**config.mk**
```make
export PLATFORM = sky130hd
export DESIGN_NAME = latency_pipe_arbiter
export DESIGN_NICKNAME = d
export VERILOG_FILES = /design/src/rtl/latency_pipe_arbiter_pkg.sv /design/src/rtl/tag_delay_line.sv /design/src/rtl/latency_pipe_arbiter.sv
export SDC_FILE = /design/constraint.sdc
export NUM_CORES = 1
export LEC_CHECK = 0
export BUFFER_PORTS_ARGS = -buffer_cell sky130_fd_sc_hd__buf_2
export CORE_AREA = 2 2 95 97
export CTS_CLUSTER_SIZE = 40
export DETAILED_ROUTE_END_ITERATION = 16
export DIE_AREA = 0 0 97 99
export PLACE_DENSITY = 0.7
export SLEW_MARGIN = 20
export SYNTH_ARGS = -nofsm -noshare
export SYNTH_HDL_FRONTEND = slang
export SYNTH_SLANG_ARGS = --single-unit
```
**constraint.sdc**
```tcl
create_clock -name clk -period 4.75 [get_ports clk]
set_input_delay 0.95 -clock clk [delete_from_list [all_inputs] [get_ports clk]]
set_output_delay 0.95 -clock clk [all_outputs]
set_load 0.03 [all_outputs]
```
**src/rtl/latency_pipe_arbiter_pkg.sv**
```systemverilog
// latency_pipe_arbiter_pkg: shared FSM encoding and width helper for the latency pipe arbiter
package latency_pipe_arbiter_pkg;
    typedef enum logic [1:0] {RUN = 2'd0, DRAIN = 2'd1, HALT = 2'd2} state_t;
    function automatic int id_width(input int n);
        return (n > 1) ? $clog2(n) : 1;
    endfunction
endpackage

```
**src/rtl/tag_delay_line.sv**
```systemverilog
// tag_delay_line: resettable shift register carrying {vld,id} in step with the datapath
module tag_delay_line #(
    parameter int LATENCY = 3,
    parameter int TW = 3
) (
    input  logic          clk,
    input  logic          rst_n,
    input  logic [TW-1:0] d,
    output logic [TW-1:0] q
);
    localparam int SW = LATENCY * TW;
    logic [SW-1:0] sr;
    always_ff @(posedge clk or negedge rst_n)
        if (!rst_n) sr <= '0;
        else sr <= (sr << TW) | SW'(d);
    assign q = sr[SW-1 -: TW];
endmodule

```
**src/rtl/latency_pipe_arbiter.sv**
```systemverilog
// latency_pipe_arbiter: round-robin sharing of a fixed-latency datapath with tag-steered responses
module latency_pipe_arbiter
    import latency_pipe_arbiter_pkg::*;
#(
    parameter int N = 4,
    parameter int W = 32,
    parameter int LATENCY = 3,
    localparam int IW = id_width(N),
    localparam int CW = id_width(LATENCY + 1)
) (
    input  logic          clk,
    input  logic          rst_n,
    input  logic [N-1:0]  req_valid,
    input  logic [N*W-1:0] req_data,
    output logic [N-1:0]  req_ready,
    output logic [W-1:0]  dp_in,
    output logic          dp_in_vld,
    input  logic [W-1:0]  dp_out,
    output logic [N-1:0]  rsp_valid,
    output logic [W-1:0]  rsp_data,
    input  logic          flush,
    output logic          idle,
    output logic [CW-1:0] inflight
);
    state_t state, state_nxt;
    logic [IW-1:0] ptr, gnt_id, rsp_id;
    logic [IW:0] tag_q;
    logic gnt, grant_en, rsp_v, rst_done;
    logic [CW-1:0] cnt_nxt;

    // rst_done keeps grants off until the first edge after reset release
    always_ff @(posedge clk or negedge rst_n)
        if (!rst_n) begin
            state <= RUN;
            rst_done <= 1'b0;
        end else begin
            state <= state_nxt;
            rst_done <= 1'b1;
        end

    always_comb begin
        cnt_nxt = inflight + CW'(gnt) - CW'(rsp_v);
        state_nxt = !flush ? RUN : (state == RUN) ? DRAIN : (state == HALT || cnt_nxt == '0) ? HALT : DRAIN;
    end

    always_comb begin
        grant_en = rst_done && state == RUN && !flush;
        idle = !rst_done || ((state != RUN || !(|req_valid)) && inflight == '0);
    end

    // descending scan so the closest index at or after ptr wins
    always_comb begin
        gnt = 1'b0;
        gnt_id = '0;
        for (int k = N - 1; k >= 0; k--) begin
            automatic logic [IW-1:0] j = IW'((int'(ptr) + k) % N);
            if (req_valid[j]) begin
                gnt = grant_en;
                gnt_id = j;
            end
        end
    end

    always_comb begin
        dp_in = '0;
        for (int i = 0; i < N; i++)
            if (gnt && gnt_id == IW'(i)) dp_in = req_data[i*W +: W];
        req_ready = gnt ? N'(1) << gnt_id : '0;
        dp_in_vld = gnt;
        rsp_valid = rsp_v ? N'(1) << rsp_id : '0;
        rsp_data = dp_out;
    end

    always_ff @(posedge clk or negedge rst_n)
        if (!rst_n) begin
            ptr <= '0;
            inflight <= '0;
        end else begin
            if (gnt) ptr <= (int'(gnt_id) == N - 1) ? '0 : gnt_id + 1'b1;
            inflight <= cnt_nxt;
        end

    tag_delay_line #(.LATENCY(LATENCY), .TW(IW + 1)) u_tags (
        .clk(clk),
        .rst_n(rst_n),
        .d({gnt, gnt_id}),
        .q(tag_q)
    );
    assign rsp_v = tag_q[IW];
    assign rsp_id = tag_q[IW-1:0];
endmodule

```
==> summary.txt, run 1 <==
Cells and area
  • Layout cell share with drive strength beyond 1: 63.5%
  • N_diodes: 0
  • # fillers: 886
  • Commonest non-fill, non-tap cells in the layout: buf_2 (178), inv_1 (38), nand2_1 (33)
  • Leading cell type in the layout, fill and taps excluded: buf_2
  • Finished Cell Area: 3140 um2
  • Post-Layout Cell Count: 516
  • NumNets Final: 583
  • Area Growth Syn to Fin: 26.4%
  • Final Util: 36.8%

Route
  • Met1 wire length: 2.86 mm
  • Met3 Wirelength: 477 um
  • Via Count: 2472
  • Post-detailed-route count of antenna-violating nets: 0
  • Drc violations: 0
  • WL per Instance: 14.0 um
  • Routed wire length: 7.22 mm
  • Vias per inst: 4.79
  • Max layer used: met4
  • Initial DRC count: 61
  • Pre-antenna DRT Iters: 4
  • Metal2 WL: 3.83 mm

Synthesis
  • Mapped Cells: 277
  • Sequential area share after synthesis: 16.1%
  • XOR/XNOR share of the synthesized area: 0.956%
  • Compound-Gate Fraction of Synth Area: 42.9%
  • Yosys reg bits: 16
  • Yosys cell types: 36
  • Synth Area in Simple Gates: 10.5%
  • Largest area contributor in the synthesized netlist: a221oi_2
  • Post-synth top flop: dfrtp_1
  • Syn_nets: 450
  • Main combinational cell family by area after synthesis: compound AO/OA/AOI/OAI gates
  • Cell Area, Synth: 2490 um2
  • Fraction of synthesized area in multiplexers: 1.61%
  • Asr flop ratio synth: 100%
  • Syn avg cell area: 8.98 um2
  • Number of synthesized flops with an enable pin: 0
  • Area share of the largest cell type after synthesis: 18.1%
  • Synth Area in Adders: 3.02%
  • Ys Warns: 0
  • Leading post-synthesis cells by cell area: a221oi_2 (18%), dfrtp_1 (16%), a211o_1 (11%)

STA
  • Worst slew margin: 53.7%
  • Final setup margin: 0.316 ns
  • Final Cycle Share: 93.3%
  • Final setup TNS: 0 ns
  • Final Setup Violations: 0
  • Max-slew violations: 0
  • Setup Skew: 0.00399 ns
  • Hold Vio Cnt, Final: 0
  • Fin crit period: 4.43 ns
  • Minimum hold slack: 0.345 ns
  • Max Freq: 0.226 GHz
  • RSZ-0062 raised after global routing: false
  • Least-Margin Pin Slew: 0.695 ns

Power and ir drop
  • PD cells: 473 nW/um2
  • Leak: 1.70 nW
  • VDD IR max: 0.166 mV
  • Pwr Total: 1.49 mW

Global route
  • Initial antenna violation count: 0
  • Total GRT Usage: 14.0%
  • Overflow after GRT: 0
  • First-pass GRT wire length: 11.3 mm
  • Vias in the first global route: 2464
  • Largest net degree at the start of global routing: 39

CTS
  • Clk root buf: clkbuf_8
  • Worst-path clk slew: 0.05 ns
  • Clock Sinks: 16
  • H-tree levels: 1
  • Post-CTS setup buffer count: 0
  • Worst skew pair latency: 0.24 ns
  • Post_cts resized: 0
  • Clock buffer depth: 2
  • Clock tree from TritonCTS: done
  • Cts bufs inserted: 3
  • Post-CTS Hold Fix Bufs: 0

Placement
  • Placed Area: 3100 um2
  • DP Worst Slack: 0.259 ns
  • Dpl cells: 513
  • IO Port Bufs: 178
  • Dpl hpwl: 5.76 mm
  • Gp weighted congestion: 0.831

Floorplan
  • DIE AREA: 9600 um2
  • Die span in x: 97 um
  • Initial Utilization: 29.1%
  • FP Rows: 34
  • Core area: 8550 um2
  • Die H: 99 um
  • I/O pin count: 243

Hold path
  • Worst hold path type: reg2reg
  • Hold path start: u_tags.sr[5]$_DFF_PN0_

Setup path
  • Required time of the critical path: 3.80 ns
  • Critical R2R Launch: state[1]$_DFF_PN0_
  • Critical path startpoint: req_valid[0]
  • Critical-path maximum fanout: 19
  • Startpoint Class: input pin
  • Setup CP Type: in2out
  • Critical Path End Type: output port
  • Worst EP arrival: 3.48 ns

Flow run
  • Max-cap violations: 0

Status
  • Status: completed
==> cell usage after synthesis, types with 2 or more instances <==
cell type and instances:
a211o_1 32, a21oi_1 3, a21oi_2 30, a221oi_1 2
a221oi_2 30, and2_1 5, buf_12 3, buf_2 4
buf_4 34, buf_6 6, clkbuf_1 7, clkbuf_8 3
dfrtp_1 16, ha_1 6, inv_1 38, mux2_4 2
nand2_1 33, nor2_1 3, nor2b_1 3
==> kinds of logic (layout without fill, tap and decap cells) <==
group                      Yosys count  in the layout
and+or+nand+nor                     52             52
DFF                                 16             16
buffers and inverters               96            227
muxes                                3              3
AOI/OAI and AO/OA                  102            102
xor gates and xnor gates             1              1
adders and majority gates            6              6
other                                1              1
==> area by class of cell <==
cell class                      instances  area [um2]  share of cell area [%]
Multi-Input combinational cell        165        1480                    47.0
Timing Repair Buffer                  185         943                    30.0
Sequential cell                        16         400                    12.7
Inverter                               39         146                    4.66
Tap cell                              108         135                    4.30
Clock buffer                            3        41.3                    1.31
==> per-layer routing <==
layer	track usage [%]	vias to the layer above
met5	0	-
met4	2.49	0
met3	2.77	5
met2	27.5	128
met1	15.7	1117
li1	-	1222
==> power by group <==
part	switching [mW]	internal, mW	total (mW)	leakage, nW
combinational	0.680	0.491	1.17	1.48
sequential	0.0351	0.186	0.221	0.197
clock	0.0401	0.0561	0.0961	0.0216
total	0.755	0.733	1.49	1.70
==> path summary, 6_finish.rpt <==
check / end / slack (ns) / cells after the start
max: dp_in[17] / 0.32 / 11
min in group asynchronous: u_tags.sr[6]$_DFF_PN0_ / 0.60 / 1
min: u_tags.sr[8]$_DFF_PN0_ / 0.34 / 0
max reg2reg: state[0]$_DFF_PN0_ / 2.45 / 8
max in group asynchronous: u_tags.sr[8]$_DFF_PN0_ / 3.89 / 1
min reg2reg: u_tags.sr[8]$_DFF_PN0_ / 0.34 / 0
==> critical path, cell delays in order <==
cell and delay, ns:
buf_2 0.12, nor2b_1 0.14, nor3_1 0.21, o22ai_1 0.17, inv_1 0.14, ha_2 0.54
buf_4 0.42, a221oi_2 0.12, a211o_1 0.33, a21oi_2 0.12, buf_2 0.20
==> flip-flops by register name, indices dropped and copies added (netlist names) <==
name	flops
inflight	2
ptr	2
rst_done	1
state	2
u_tags.sr	9
Power figures use the tool's default switching activity.
==> run 2, diff against run 1 <==
--- a/config.mk
+++ b/config.mk
@@ -5,12 +5,13 @@
 export SDC_FILE = /design/constraint.sdc
 export NUM_CORES = 1
 export LEC_CHECK = 0
+export ABC_AREA = 1
 export BUFFER_PORTS_ARGS = -buffer_cell sky130_fd_sc_hd__buf_2
-export CORE_AREA = 2 2 95 97
+export CORE_ASPECT_RATIO = 0.7
+export CORE_UTILIZATION = 40
 export CTS_CLUSTER_SIZE = 40
 export DETAILED_ROUTE_END_ITERATION = 16
-export DIE_AREA = 0 0 97 99
-export PLACE_DENSITY = 0.7
+export PLACE_DENSITY = 0.84
 export SLEW_MARGIN = 20
 export SYNTH_ARGS = -nofsm -noshare
 export SYNTH_HDL_FRONTEND = slang
==> run 2 against run 1 <==
Clock skew is 0.0020 ns lower. Worst hold slack improved by 0.0039 ns. Cell count is 53% higher. Worst setup slack better by 0.13 ns. First-iteration DRC count grew to 5.4 times the previous value. Flip-flop and latch count unchanged. Count of clock-buffer cells in the layout up 1. Clock power increased by 22%. Sequential share of layout area fell by 2.0 points. Critical endpoint is now dp_in[1].
==> summary.txt, run 2 <==
Placement
  • Dpl hpwl: 7.80 mm
  • Gp weighted congestion: 0.888
  • Dpl cells: 785
  • IO Port Bufs: 178
  • DP Worst Slack: 0.491 ns

CTS
  • Clock Sinks: 16
  • Post-CTS Hold Fix Bufs: 0
  • Worst-path clk slew: 0.06 ns
  • Clock buffer depth: 2
  • Post_cts resized: 0
  • H-tree levels: 1
  • Clock tree from TritonCTS: done
  • Clk root buf: clkbuf_8
  • Worst skew pair latency: 0.24 ns
  • Post-CTS setup buffer count: 0
  • Cts bufs inserted: 3

Route
  • WL per Instance: 13.0 um
  • Drc violations: 0
  • Via Count: 3830
  • Vias per inst: 4.85
  • Post-detailed-route count of antenna-violating nets: 0
  • Routed wire length: 10.2 mm
  • Initial DRC count: 327
  • Pre-antenna DRT Iters: 7

Setup path
  • Startpoint Class: input pin
  • Required time of the critical path: 3.80 ns
  • Critical Path End Type: output port
  • Critical-path maximum fanout: 33
  • Worst EP arrival: 3.35 ns
  • Setup CP Type: in2out

Global route
  • Vias in the first global route: 3119
  • Initial antenna violation count: 0
  • Total GRT Usage: 24.4%
  • First-pass GRT wire length: 15.2 mm
  • Overflow after GRT: 0
  • Largest net degree at the start of global routing: 40

STA
  • Setup Skew: 0.00199 ns
  • Max-slew violations: 0
  • Fin crit period: 4.30 ns
  • RSZ-0062 raised after global routing: false
  • Final Setup Violations: 0
  • Worst slew margin: 66.3%
  • Least-Margin Pin Slew: 0.506 ns
  • Max Freq: 0.232 GHz
  • Final setup TNS: 0 ns
  • Final setup margin: 0.449 ns
  • Hold Vio Cnt, Final: 0
  • Final Cycle Share: 90.6%

Flow run
  • Max-cap violations: 0

Synthesis
  • Asr flop ratio synth: 100%
  • Yosys cell types: 27
  • Cell Area, Synth: 3070 um2
  • Sequential area share after synthesis: 13.1%
  • Yosys reg bits: 16
  • Mapped Cells: 570
  • Leading post-synthesis cells by cell area: nand2_1 (24%), inv_1 (14%), dfrtp_1 (13%)
  • Most frequent cells after synthesis: nand2_1 (193), inv_1 (115), nand4_1 (64)
  • Ys Warns: 0
  • Number of synthesized flops with an enable pin: 0
  • Syn_nets: 743
  • Area share of the largest cell type after synthesis: 23.6%
  • Syn avg cell area: 5.38 um2
  • Top-count cell post-synth: nand2_1
  • Post-synth top flop: dfrtp_1
  • Largest area contributor in the synthesized netlist: nand2_1

Floorplan
  • Core area: 7350 um2
  • Die span in x: 107 um
  • FP Rows: 26
  • I/O pin count: 243
  • Die H: 75.2 um
  • DIE AREA: 8020 um2
  • Initial Utilization: 41.7%

Power and ir drop
  • Leak: 2.55 nW
  • Pwr Total: 1.79 mW
  • PD cells: 482 nW/um2
  • VDD IR max: 0.261 mV

Cells and area
  • Area Growth Syn to Fin: 21.3%
  • Final Util: 50.6%
  • Layout cell share with drive strength beyond 1: 29.8%
  • NumNets Final: 865
  • Biggest register: u_tags.sr
  • N_diodes: 0
  • Commonest non-fill, non-tap cells in the layout: nand2_1 (193), buf_2 (178), inv_1 (115)
  • Leading cell type in the layout, fill and taps excluded: nand2_1
  • Max FFs per register: 9
  • Post-Layout Cell Count: 789

Hold path
  • Worst hold path type: reg2reg

Status
  • Status: completed
[run 2: logic make-up after synthesis]
logic type,count (synthesis),synth area share [%]
compound gates,6,1.02
xor+xnor,1,0.286
fa+ha+maj,6,2.45
buf+inv,192,31.4
flops,16,13.1
other cells,1,0.122
simple gates,348,51.7
[run 2: final cells by class]
class / instances / area, um2
clock buffer: 4 / 55.1
fill: 828 / 3630
inverter: 122 / 468
multi-input combinational: 362 / 1710
sequential: 16 / 400
tap: 98 / 123
timing repair buffer: 187 / 958
[run 2: final timing paths]
| path | start | cells past startpoint | slack [ns] | endpoint |
|---|---|---|---|---|
| min reg2reg | u_tags.sr[2]$_DFF_PN0_ | 0 | 0.35 | u_tags.sr[5]$_DFF_PN0_ |
| max in group asynchronous | rst_n | 1 | 3.89 | inflight[1]$_DFF_PN0_ |
| min in group asynchronous | rst_n | 1 | 0.61 | u_tags.sr[2]$_DFF_PN0_ |
| min | u_tags.sr[2]$_DFF_PN0_ | 0 | 0.35 | u_tags.sr[5]$_DFF_PN0_ |
| max reg2reg | ptr[0]$_DFFE_PN0P_ | 9 | 2.78 | ptr[1]$_DFFE_PN0P_ |
| max | req_valid[3] | 14 | 0.45 | dp_in[1] |
[run 2: worst max-delay path, cell delays in order]
cell and delay [ns]:
buf_2 0.08, clkinv_1 0.11, o21ai_1 0.22, nand2_1 0.10, nand2_1 0.09, inv_1 0.04, a31oi_1 0.29, ha_1 0.22
buf_4 0.33, nand2_4 0.32, nand3_1 0.21, nand2_1 0.08, nand2_1 0.10, buf_2 0.20
[run 2: report_power, final]
group / internal (mW) / switching (mW)
combinational: 0.420 / 1.02
clock: 0.0734 / 0.0434
sequential: 0.189 / 0.0446
[run 2: through the flow]
| stage | hold WS (ns) | cell area, um2 |
|---|---|---|
| global route | 0.363 | 3720 |
| global placement | 0.332 | 3660 |
| detailed placement | 0.336 | 3660 |
| finish | 0.348 | 3720 |
| floorplan | 0.331 | 3070 |
| CTS | 0.350 | 3720 |
[run 2: per-layer routing]
metal	up-vias	GRT usage, %	routed length (um)
met2	212	41.6	4620
met5	-	0	0
li1	1947	-	-
met4	0	6.39	136
met1	1661	31.2	4390
met3	10	5.89	1080
==> run 3, diff against run 2 <==
--- a/config.mk
+++ b/config.mk
@@ -6,12 +6,12 @@
 export NUM_CORES = 1
 export LEC_CHECK = 0
 export ABC_AREA = 1
-export BUFFER_PORTS_ARGS = -buffer_cell sky130_fd_sc_hd__buf_2
 export CORE_ASPECT_RATIO = 0.7
 export CORE_UTILIZATION = 40
 export CTS_CLUSTER_SIZE = 40
 export DETAILED_ROUTE_END_ITERATION = 16
-export PLACE_DENSITY = 0.84
+export DONT_BUFFER_PORTS = 1
+export PLACE_DENSITY = 0.57
 export SLEW_MARGIN = 20
 export SYNTH_ARGS = -nofsm -noshare
 export SYNTH_HDL_FRONTEND = slang
==> run 3 against run 2 <==
Cell count is 23% lower. Register-to-register slack worse by 0.05 ns. Critical path depth shrank 2. Sequential power rose by 7%. Via count down 17%. Clock power is essentially flat. Utilization fell by 12 points. Critical path type unchanged. Largest power group unchanged.
==> summary.txt, run 3 (same netlist as run 2, synthesis figures left out) <==
Floorplan
  • DIE AREA: 8020 um2
  • Initial Utilization: 41.7%
  • Core area: 7350 um2
  • Die span in x: 107 um
  • Die H: 75.2 um
  • I/O pin count: 243
  • FP Rows: 26

CTS
  • Post_cts resized: 0
  • H-tree levels: 1
  • Worst skew pair latency: 0.25 ns
  • Post-CTS setup buffer count: 0
  • Clock buffer depth: 2
  • Clk root buf: clkbuf_8
  • Clock tree from TritonCTS: done
  • Worst-path clk slew: 0.06 ns
  • Cts bufs inserted: 3
  • Post-CTS Hold Fix Bufs: 0
  • Clock Sinks: 16

STA
  • Worst slew margin: 39.0%
  • Hold Vio Cnt, Final: 0
  • Max-slew violations: 0
  • Fin crit period: 4.39 ns
  • Setup Skew: 0.00449 ns
  • Least-Margin Pin Slew: 0.909 ns
  • Final Setup Violations: 0
  • Max Freq: 0.228 GHz
  • Final Cycle Share: 92.4%
  • Final setup TNS: 0 ns
  • RSZ-0062 raised after global routing: false

Cells and area
  • Biggest register: u_tags.sr
  • Area Growth Syn to Fin: -8.24%
  • Leading cell type in the layout, fill and taps excluded: nand2_1
  • NumNets Final: 685
  • # fillers: 825
  • Area of the multi-input gates: 1710 um2
  • Sequential Area: 400 um2
  • Max FFs per register: 9
  • N_diodes: 0
  • Commonest non-fill, non-tap cells in the layout: nand2_1 (193), inv_1 (115), nand4_1 (64)
  • Layout cell share with drive strength beyond 1: 5.09%

Setup path
  • Setup CP Type: in2out
  • Crit-path slowest cell: ha_2
  • CP top delay family: simple AND/OR/NAND/NOR gates
  • Critical-path cell list: clkinv_1 -> o21ai_1 -> nand2_1 -> nand3_1 -> nand3_1 -> nand2_1 -> ha_2 -> buf_4 -> nand4_1 -> nand3_1 -> nand2_1 -> nand2_1
  • Worst R2R End: ptr[1]$_DFFE_PN0P_
  • Worst EP arrival: 3.44 ns
  • Worst path most repeated cell: nand2_1
  • Buf+Inv Stages, Crit Path: 2
  • Required time of the critical path: 3.80 ns
  • Critical-path maximum fanout: 50
  • Worst reg2reg path depth: 9
  • Critical Path End Type: output port
  • Critical Path Max Stage Delay: 0.79 ns
  • Critical R2R Launch: ptr[0]$_DFFE_PN0P_
  • Startpoint Class: input pin
  • R2r setup slk: 2.73 ns

Route
  • Initial DRC count: 320
  • Vias per inst: 5.24
  • Post-detailed-route count of antenna-violating nets: 0
  • WL per Instance: 14.9 um
  • Drc violations: 0
  • Via Count: 3193
  • Routed wire length: 9.08 mm
  • Pre-antenna DRT Iters: 5

Global route
  • Overflow after GRT: 0
  • Met1 Use GR: 26.0%
  • Global-route met2 utilization: 35.8%
  • First-pass GRT wire length: 12.8 mm
  • Vias in the first global route: 2551
  • Grt met3 use: 4.50%
  • GRT Max-Usage Layer: met2
  • Total GRT Usage: 20.5%
  • Largest net degree at the start of global routing: 66
  • Initial antenna violation count: 0

Hold path
  • Hold path start: u_tags.sr[0]$_DFF_PN0_
  • Depth of the worst hold-timing path: 0
  • Hold Path Sink: u_tags.sr[3]$_DFF_PN0_
  • Worst hold path type: reg2reg

Status
  • Status: completed

Placement
  • Dpl hpwl: 6.78 mm
  • Gp weighted congestion: 0.949
  • IO Port Bufs: 0

Power and ir drop
  • VDD IR max: 0.337 mV
  • PD cells: 567 nW/um2
  • Leak: 1.78 nW
  • Pwr Total: 1.60 mW

Flow run
  • Max-cap violations: 0
## run 3: worst max path at each step
stage | from | to | depth (start not counted)
5_1_grt | req_valid[3] | dp_in[8] | 12
6_report | req_valid[3] | dp_in[4] | 12
4_1_cts | req_valid[3] | dp_in[4] | 12
3_5_place_dp | req_valid[3] | dp_in[4] | 12
3_3_place_gp | req_valid[3] | dp_in[10] | 14
2_1_floorplan | req_valid[3] | dp_in[5] | 14
## run 3: power breakdown
part | total (mW) | switching, mW | internal, mW | leakage [nW]
Clock | 0.117 | 0.0438 | 0.0734 | 0.0288
Combinational | 1.23 | 0.946 | 0.282 | 1.55
Sequential | 0.250 | 0.0617 | 0.188 | 0.199
Total | 1.60 | 1.05 | 0.544 | 1.78
## run 3: layout make-up
type	instances	share of cell area, %
Multi-Input combinational cell	362	60.9
Inverter	122	16.6
Sequential cell	16	14.2
Tap cell	98	4.36
Clock buffer	4	1.96
Timing Repair Buffer	7	1.87
## run 3: per-stage QoR
step	hold WS, ns	cells	util [%]	area, um2	setup WS (ns)
6_report	0.349	609	38.3	2810	0.359
5_1_grt	0.363	609	38.3	2810	0.0895
4_1_cts	0.349	609	38.3	2810	0.393
3_5_place_dp	0.335	605	37.5	2760	0.401
3_3_place_gp	0.336	605	37.5	2760	0.510
2_1_floorplan	0.331	570	-	3070	0.977
## run 3: layer usage
metal  vias to the layer above  share of wire [%]
met5                         -                  0
li1                       1591                  -
met2                       193                 47
met3                        16                8.6
met1                      1393                 43
met4                         0                1.7
